<file path="src/rtl/instr_loader_if.sv">
// -----------------------------------------------------------------------------
// instr_loader_if
//   Valid/ready channel that carries completed instruction words from the
//   loader to the CPU core.
//
//   Signals:
//     instr_out   [INSTR_W] loader -> core, FIFO head word
//     instr_valid           loader -> core, FIFO non-empty
//     instr_ready           core -> loader, head accepted when valid & ready
//
//   Modports:
//     master : the loader (drives word and valid, observes ready)
//     slave  : the core   (observes word and valid, drives ready)
// -----------------------------------------------------------------------------
interface instr_loader_if #(
  parameter int INSTR_W = 16
);
  logic [INSTR_W-1:0] instr_out;
  logic               instr_valid;
  logic               instr_ready;

  modport master (
    output instr_out,
    output instr_valid,
    input  instr_ready
  );

  modport slave (
    input  instr_out,
    input  instr_valid,
    output instr_ready
  );
endinterface : instr_loader_if

</file>
<file path="src/rtl/instr_loader.sv">
// -----------------------------------------------------------------------------
// instr_loader
//   Assembles BEATS beats of IN_W-bit switch data into one INSTR_W-bit
//   instruction word. Each beat is taken on a debounced push-button press.
//   Completed words go into a DEPTH-entry first-word-fall-through FIFO that
//   feeds the CPU core over a valid/ready handshake.
//
//   Ports:
//     clk, rst      clock, synchronous active-high reset
//     data_in       switch data beat, sampled on the press cycle only
//     btn_in        raw asynchronous push button
//     abort_in      discards the partially assembled instruction
//     clr_ovf       clears the sticky overflow flag
//     bus           instr_loader_if master: instr_out / instr_valid / instr_ready
//     beat_idx      next beat to capture
//     busy          a partial instruction is in progress
//     fifo_count    occupied FIFO entries
//     overflow      sticky: a completed word was dropped on a full FIFO
// -----------------------------------------------------------------------------
module instr_loader #(
  parameter  int IN_W        = 8,
  parameter  int BEATS       = 2,
  parameter  int DEPTH       = 4,
  parameter  int SYNC_STAGES = 2,
  parameter  int DB_CYCLES   = 4,
  localparam int INSTR_W     = IN_W * BEATS,
  localparam int BI_W        = (BEATS > 1) ? $clog2(BEATS) : 1,
  localparam int PTR_W       = $clog2(DEPTH),
  localparam int CNT_W       = (DB_CYCLES > 1) ? $clog2(DB_CYCLES) : 1
) (
  input  logic              clk,
  input  logic              rst,
  input  logic [IN_W-1:0]   data_in,
  input  logic              btn_in,
  input  logic              abort_in,
  input  logic              clr_ovf,
  instr_loader_if.master    bus,
  output logic [BI_W-1:0]   beat_idx,
  output logic              busy,
  output logic [PTR_W:0]    fifo_count,
  output logic              overflow
);

  // ---------------------------------------------------------------------------
  // Button synchroniser, debounce and press detection
  // ---------------------------------------------------------------------------
  logic [SYNC_STAGES-1:0] sync_q;
  logic [CNT_W-1:0]       db_cnt_q;
  logic                   stable_q;
  logic                   press_q;
  logic                   sync_btn;

  assign sync_btn = sync_q[SYNC_STAGES-1];

  // NOTE: clocked state uses non-blocking assignments so every flop samples
  // the pre-edge values of its neighbours; blocking here would make the
  // synchroniser collapse into a single stage in simulation.
  always_ff @(posedge clk) begin
    if (rst) begin
      sync_q   <= '0;
      db_cnt_q <= '0;
      stable_q <= 1'b0;
      press_q  <= 1'b0;
    end else begin
      sync_q  <= {sync_q[SYNC_STAGES-2:0], btn_in};
      press_q <= 1'b0;
      if (sync_btn == stable_q) begin
        db_cnt_q <= '0;
      end else if (db_cnt_q == CNT_W'(DB_CYCLES - 1)) begin
        // DB_CYCLES consecutive mismatching cycles: accept the new level.
        // Only a rising stable level counts as a press.
        stable_q <= sync_btn;
        db_cnt_q <= '0;
        press_q  <= sync_btn;
      end else begin
        db_cnt_q <= db_cnt_q + 1'b1;
      end
    end
  end

  // ---------------------------------------------------------------------------
  // Beat sequencing and FIFO control
  // ---------------------------------------------------------------------------
  logic [BI_W-1:0]    beat_idx_q, beat_idx_d;
  logic [PTR_W:0]     count_q, count_d;
  logic [PTR_W-1:0]   wr_ptr_q, rd_ptr_q, rd_next;
  logic [INSTR_W-1:0] head_q;
  logic [INSTR_W-1:0] push_word;
  logic               ovf_q;
  logic               final_beat, capture, push_req, pop, full, push_ok, drop;

  assign final_beat = (beat_idx_q == BI_W'(BEATS - 1));
  // Abort wins over a coincident press; that press is simply lost.
  assign capture    = press_q && !abort_in;
  assign push_req   = capture && final_beat;
  assign pop        = (count_q != '0) && bus.instr_ready;
  assign full       = (count_q == (PTR_W + 1)'(DEPTH));
  // A pop on the same edge frees the slot, so a full FIFO still accepts.
  assign push_ok    = push_req && (!full || pop);
  assign drop       = push_req && full && !pop;
  assign rd_next    = rd_ptr_q + 1'b1;

  // NOTE: every signal written here gets a default first, so no path leaves
  // it unassigned and no latch is inferred.
  always_comb begin
    beat_idx_d = beat_idx_q;
    count_d    = count_q;
    if (abort_in) begin
      beat_idx_d = '0;
    end else if (press_q) begin
      beat_idx_d = final_beat ? '0 : beat_idx_q + 1'b1;
    end
    case ({push_ok, pop})
      2'b10:   count_d = count_q + 1'b1;
      2'b01:   count_d = count_q - 1'b1;
      default: count_d = count_q;
    endcase
  end

  // ---------------------------------------------------------------------------
  // Assembly register: holds the lower BEATS-1 beats; the final beat is taken
  // straight from data_in on the push edge.
  // ---------------------------------------------------------------------------
  if (BEATS > 1) begin : g_asm
    logic [(BEATS-1)*IN_W-1:0] asm_q;

    always_ff @(posedge clk) begin
      if (rst) begin
        asm_q <= '0;
      end else if (capture) begin
        for (int b = 0; b < BEATS - 1; b++) begin
          if (beat_idx_q == BI_W'(b)) asm_q[b*IN_W +: IN_W] <= data_in;
        end
      end
    end

    assign push_word = {data_in, asm_q};
  end else begin : g_no_asm
    assign push_word = data_in;
  end

  // ---------------------------------------------------------------------------
  // FIFO storage
  // ---------------------------------------------------------------------------
  logic [INSTR_W-1:0] mem_q [DEPTH];

  // NOTE: the storage array is deliberately not reset; pointers and count
  // alone decide which entries are meaningful, keeping it RAM-mappable.
  always_ff @(posedge clk) begin
    if (push_ok) mem_q[wr_ptr_q] <= push_word;
  end

  // head_q mirrors the FWFT head entry; it keeps its last value once the
  // FIFO drains, and is loaded directly from push_word when the FIFO is
  // (or is about to become) empty.
  always_ff @(posedge clk) begin
    if (rst) begin
      beat_idx_q <= '0;
      wr_ptr_q   <= '0;
      rd_ptr_q   <= '0;
      count_q    <= '0;
      head_q     <= '0;
      ovf_q      <= 1'b0;
    end else begin
      beat_idx_q <= beat_idx_d;
      count_q    <= count_d;
      if (push_ok) wr_ptr_q <= wr_ptr_q + 1'b1;
      if (pop)     rd_ptr_q <= rd_next;

      if (pop && (count_q > (PTR_W + 1)'(1))) begin
        head_q <= mem_q[rd_next];
      end else if (push_ok && ((count_q == '0) || pop)) begin
        head_q <= push_word;
      end

      // Set wins over a coincident clear.
      if (drop) begin
        ovf_q <= 1'b1;
      end else if (clr_ovf) begin
        ovf_q <= 1'b0;
      end
    end
  end

  // ---------------------------------------------------------------------------
  // Outputs
  // ---------------------------------------------------------------------------
  assign bus.instr_out   = head_q;
  assign bus.instr_valid = (count_q != '0);
  assign beat_idx        = beat_idx_q;
  assign busy            = (beat_idx_q != '0);
  assign fifo_count      = count_q;
  assign overflow        = ovf_q;

endmodule : instr_loader

</file>
<file path="src/flat_wrapper.sv">
// flat-port wrapper written by rule: the top's interface ports become plain ports
module instr_loader_flat 
#(
  parameter  int IN_W        = 8,
  parameter  int BEATS       = 2,
  parameter  int DEPTH       = 4,
  parameter  int SYNC_STAGES = 2,
  parameter  int DB_CYCLES   = 4,
  localparam int INSTR_W     = IN_W * BEATS,
  localparam int BI_W        = (BEATS > 1) ? $clog2(BEATS) : 1,
  localparam int PTR_W       = $clog2(DEPTH),
  localparam int CNT_W       = (DB_CYCLES > 1) ? $clog2(DB_CYCLES) : 1
)
  (clk, rst, data_in, btn_in, abort_in, clr_ovf, beat_idx, busy, fifo_count, overflow, bus_instr_out, bus_instr_valid, bus_instr_ready);
  instr_loader_if #(.INSTR_W((IN_W * BEATS))) bus_i ();
  input  logic clk;
  input  logic rst;
  input  logic [IN_W-1:0] data_in;
  input  logic btn_in;
  input  logic abort_in;
  input  logic clr_ovf;
  output logic [BI_W-1:0] beat_idx;
  output logic busy;
  output logic [PTR_W:0] fifo_count;
  output logic overflow;
  output wire logic [$bits(bus_i.instr_out)-1:0] bus_instr_out;
  output wire logic [$bits(bus_i.instr_valid)-1:0] bus_instr_valid;
  input wire logic [$bits(bus_i.instr_ready)-1:0] bus_instr_ready;
  assign bus_instr_out = bus_i.instr_out;
  assign bus_instr_valid = bus_i.instr_valid;
  assign bus_i.instr_ready = bus_instr_ready;
  instr_loader #(.IN_W(IN_W), .BEATS(BEATS), .DEPTH(DEPTH), .SYNC_STAGES(SYNC_STAGES), .DB_CYCLES(DB_CYCLES)) u_core (.clk(clk), .rst(rst), .data_in(data_in), .btn_in(btn_in), .abort_in(abort_in), .clr_ovf(clr_ovf), .bus(bus_i), .beat_idx(beat_idx), .busy(busy), .fifo_count(fifo_count), .overflow(overflow));
endmodule
</file>
<file path="config.mk">
export PLATFORM = sky130hd
export DESIGN_NAME = instr_loader_flat
export DESIGN_NICKNAME = d
export VERILOG_FILES = /design/src/rtl/instr_loader_if.sv /design/src/rtl/instr_loader.sv /design/src/flat_wrapper.sv
export SDC_FILE = /design/constraint.sdc
export NUM_CORES = 1
export LEC_CHECK = 0
export CORE_MARGIN = 4
export CORE_UTILIZATION = 40
export DETAILED_ROUTE_END_ITERATION = 16
export MAX_ROUTING_LAYER = met4
export SLEW_MARGIN = 0
export SYNTH_ARGS = -nofsm -noshare
export SYNTH_HDL_FRONTEND = slang
export SYNTH_SLANG_ARGS = --single-unit
</file>
<file path="constraint.sdc">
create_clock -name clk -period 3.85 [get_ports clk]
set_input_delay 0.5775 -clock clk [delete_from_list [all_inputs] [get_ports clk]]
set_output_delay 0.5775 -clock clk [all_outputs]
set_load 0.01 [all_outputs]
</file>
Yosys cells after proc, flatten, opt, wreduce, memory -nomap -nowiden
Memory sizes are Yosys's and may differ from the RTL's.
Index checks and enable logic that the tools add are counted.
W data, S select, Z words.

storage, ports and cells
  bits in registers = 39
  latch bits = 0
  RAM bits = 64
  bits in read-only memories = 0
  bits of input ports = 14
  output and inout port bits = 23
  word-level logic and storage cells = 58
  memories kept = 1

memories
  name          words  width  rd ports  clocked after Yosys merged registers in  wr ports  RTL line             source
  u_core.mem_q  4      16     1         0                                        1         instr_loader.sv:145  logic [INSTR_W-1:0] mem_q [DEPTH];

cells by class
  $add $sub $neg = 6
  multipliers = 0
  div/mod/pow operators = 0
  $lt $le $gt $ge = 1
  equality and inequality tests = 5
  shift-type cells = 0
  multiplexer cells = 8
  bitwise logic cells = 3
  reduce and logical (&&, ||, !) cells = 23

operator list
  cell                   number
  $mux W16               2
  $logic_and A1 B1 Y1    8
  $add A2 B1 Y2 const B  3
  $pmux W3 S2            1
  $reduce_bool A2 Y1     3
  $reduce_or A3 Y1       2
  $mux W1                5
  $eq A2 B2 Y1 const B   2
  $reduce_and A2 Y1      2
  $add A3 B1 Y3 const B  1
  $eq A3 B3 Y1 const B   1
  $gt A3 B1 Y1 const B   1
  $logic_not A1 Y1       3
  $logic_not A3 Y1       1
  $not A1 Y1             3
  $reduce_bool A3 Y1     1
  $sub A3 B1 Y3 const B  1
  $eq A2 B1 Y1 const B   1
  $logic_or A1 B1 Y1     2
  $reduce_or A2 Y1       1
  $add A1 B1 Y1 const B  1
  $eq A1 B1 Y1           1

Logic depth before layout (Yosys ltp)
  depth in word-level cells = 7
  mapped depth = 8
  depth with buffers taken out = 7

Least setup slack after synthesis
No wires, ideal clock.

  path type = input-to-reg
  start = in abort_in
  end = mem u_core.mem_q[0][0], enable pin
  library setup time = 0.374 ns
  arrival time = 1.589 ns
  data required time = 3.476 ns
  setup slack = 1.888 ns
  cell stages on the path = 3
  cell sequence = nand3b_1 a31oi_2 and2_1

between the ends
  longest elaborated chain between the ends = 6

ends and longest elaborated chain
  element                        RTL line             source
  start: declaration             flat_wrapper.sv:20   input logic abort_in;
  $logic_not A1 Y1               instr_loader.sv:94   assign capture = press_q && !abort_in;
  $logic_and A1 B1 Y1            instr_loader.sv:94
  $logic_and A1 B1 Y1            instr_loader.sv:95   assign push_req = capture && final_beat;
  $logic_and A1 B1 Y1            instr_loader.sv:99   assign push_ok = push_req && (!full || pop);
  $mux W1                        instr_loader.sv:150  if (push_ok) mem_q[wr_ptr_q] <= push_word;
  $mux W1 (implied by the code)  instr_loader.sv:150
  end: declaration               instr_loader.sv:145

No other way between the ends.

Final worst setup path
  start = in bus_instr_ready
  end = mem u_core.mem_q[1][9], enable pin

between the ends
  longest elaborated chain between the ends = 5

ends and longest elaborated chain
  element                        RTL line             source
  start: declaration             flat_wrapper.sv:28   input wire logic [$bits(bus_i.instr_ready)-1:0] bus_instr_ready;
  $logic_and A1 B1 Y1            instr_loader.sv:96   assign pop = (count_q != '0) && bus.instr_ready;
  $logic_or A1 B1 Y1             instr_loader.sv:99
  $logic_and A1 B1 Y1            instr_loader.sv:99
  $mux W1                        instr_loader.sv:150
  $mux W1 (implied by the code)  instr_loader.sv:150

No other way between the ends.

==> impl_metrics.tcl <==
set metrics [dict create \
    p_leak_nw 1.55 \
    cp_slowest_cell "and2_1" \
    synthCells 286 \
    layout-drive-gt1-share_pct 17.2 \
    dp.final_hpwl_mm 5.04 \
    ys_seq_elements 103 \
    cts_tree "yes" \
    grt_pass1_vias 2405 \
    final_max_slew_viol_count 0 \
    cp_max_fo 21 \
    startpoint_type "input port" \
    routed_via_density 5.06 \
    ys_top_cells_by_area "edfxtp_1 46%, dfxtp_1 19%, mux4_2 8.6%" \
    overflow 0 \
    cts_setup_buffers 0 \
    post-route-drc-count 0 \
    crit_chain "clkdlybuf4s50_1, inv_2, a31oi_2, and2_1" \
    cts_resized 0 \
    synth_top_area_cell "edfxtp_1" \
    cpPeakStageDelay_ns 0.78 \
    ant_nets 0 \
    grt_use_total_pct 14.2 \
    firstDrtPassIters 4 \
    async_reset_ff_share_pct 0 \
    num_rows 37 \
    fin_crit_sh_pct 69.7 \
    setup_viol_count_final 0 \
    dp_slack_ns 0.790 \
    syn2layout_area_growth_pct 15.4 \
    skew_ns 0.00692 \
    place.gp.congestion 0.690 \
    htreeDepth 3 \
    die_area_um2 12200 \
    cts_sinks 103 \
    min_period_ns 2.68 \
    syn-mean-instance-area_um2 14.7 \
    synth_edf_count 64 \
    critical_path_class "input port to flip-flop" \
    grt_max_degree 33 \
    initial_core_util_pct 41.0 \
    port-buffer-count 36 \
    antenna_found_initial 0 \
    finalHoldViolCount 0 \
    maxCapViolCount 0 \
    finalWorstSetupSlack_ns 1.17 \
    cp.required_ns 3.83 \
    ys_top_cells_by_count "64 x edfxtp_1, 39 x dfxtp_1, 31 x nand2_1, 21 x nor3_1, 19 x nor2_1" \
    synth.cell_area_um2 4210 \
    cts_buffers 9 \
    drtIter0Drc 64 \
    die_y_um 111 \
    worst_hold_slack_ns 0.426 \
    synth_most_common_cell "edfxtp_1" \
    worstSkewPairLatency_ns 0.35 \
    routed_wl_mm 8.01 \
    die_w_um 111 \
    min_path_type "flip-flop to flip-flop" \
    max_slew_margin_pct 24.8 \
    arrival_ns 2.67 \
    cts-root-buf "clkbuf_8" \
    avgRoutedWirePerCell_um 17.3 \
    vdd_ir_drop_max_mv 0.204 \
    max_freq_ghz 0.372 \
    rsz0062_at_grt "no" \
    synth_seq_area_share_pct 64.2 \
    synth_warnings 0 \
    synth_ff_type "edfxtp_1" \
    worst_slew_pin_slew_ns 1.13 \
    finalSetupTns_ns 0 \
    route.vias.total 2337 \
    nFillCells 926 \
    holdBufCountCts 0 \
    final_nets 344 \
    endpoint_kind "flip-flop" \
    status "complete, no violations" \
    clkSlewWorstSetupHoldPaths_ns 0.09 \
    diodes 0 \
    path_buf_inv 2 \
    ys_types 43 \
    cts_max_path_buffers 2 \
    critPathTopFamily "buffers and inverters" \
    ios 37 \
    synth_fp_nets 309 \
    design.core.area_um2 10300 \
    synth_top_area_share_pct 45.6 \
    p_per_area_nw_per_um2 549 \
    grt_pass1_wl_mm 13.1 \
]
flip-flops by register name (all words and copies together), names as in the netlist:
| name | count |
|---|---|
| u_core.db_cnt_q | 2 |
| u_core.g_asm.asm_q | 8 |
| u_core.wr_ptr_q | 2 |
| u_core.bus.instr_out | 16 |
| u_core.mem_q | 64 |
| u_core.sync_q | 2 |
| u_core.fifo_count | 3 |
| u_core.overflow | 1 |
| u_core.press_q | 1 |
| u_core.stable_q | 1 |
| u_core.beat_idx | 1 |
| u_core.rd_ptr_q | 2 |
power breakdown:
group / internal, mW / total, mW / switching (mW)
combinational: 0.371 / 0.686 / 0.315
sequential: 1.23 / 1.33 / 0.100
clock: 0.295 / 0.647 / 0.352
total: 1.90 / 2.67 / 0.767
placed cells by master, fill, tap and decap left out, types with 2 or more instances in the layout:
master / count
nor2b_1: 3
clkinv_1: 2
clkinv_2: 2
ha_1: 9
nand2_2: 2
clkdlybuf4s50_1: 36
clkbuf_8: 9
edfxtp_1: 64
nor3_1: 21
nor2_1: 19
a311oi_2: 10
nand2_1: 31
inv_1: 6
and2_1: 4
buf_4: 5
dfxtp_1: 39
xnor2_1: 5
a311oi_1: 6
mux4_2: 16
mux2i_1: 10
routing by layer:
layer,global-route usage (%),share of wire (%),up-vias
met4,5.91,2.3,0
met5,-,0,-
met2,22.9,50,28
li1,-,-,1137
met1,18.1,46,1159
met3,2.08,1.6,13
logic make-up after synthesis:
group	Yosys count	share of synthesized area, %
muxes	27	11.2
buffers and inverters	25	3.33
and+or+nand+nor	91	10.4
xor gates and xnor gates	6	1.25
AOI/OAI and AO/OA	25	6.98
DFF	103	64.2
adders and majority gates	9	2.67
metrics by stage:
step	instance area [um^2]	util (%)	power, mW	std cells
4_1_cts	4860	47.3	2.69	462
3_3_place_gp	4670	45.4	2.05	446
2_1_floorplan	4210	-	1.79	286
3_5_place_dp	4670	45.4	2.05	446
6_report	4860	47.3	2.67	462
5_1_grt	4860	47.3	2.82	462
worst paths after layout:
check | from | end | slack, ns | depth (start not counted)
min reg2reg | u_core.db_cnt_q[0] | u_core.db_cnt_q[0] | 0.43 | 1
min | u_core.db_cnt_q[0] | u_core.db_cnt_q[0] | 0.43 | 1
max reg2reg | u_core.fifo_count[0] | u_core.mem_q[1][9] | 1.45 | 4
max | bus_instr_ready | u_core.mem_q[1][9] | 1.17 | 4
layout make-up:
type                    count  area, um^2  area share [%]
clock buffers               9         124            2.55
clock inverters             7        63.8            1.31
inverters                   8        32.5           0.670
multi-input cells         158        1370            28.1
flip-flops and latches    103        2700            55.6
well taps                 136         170            3.50
repair buffers             41         398            8.19
Note: power is estimated with default switching activity, not from simulation.
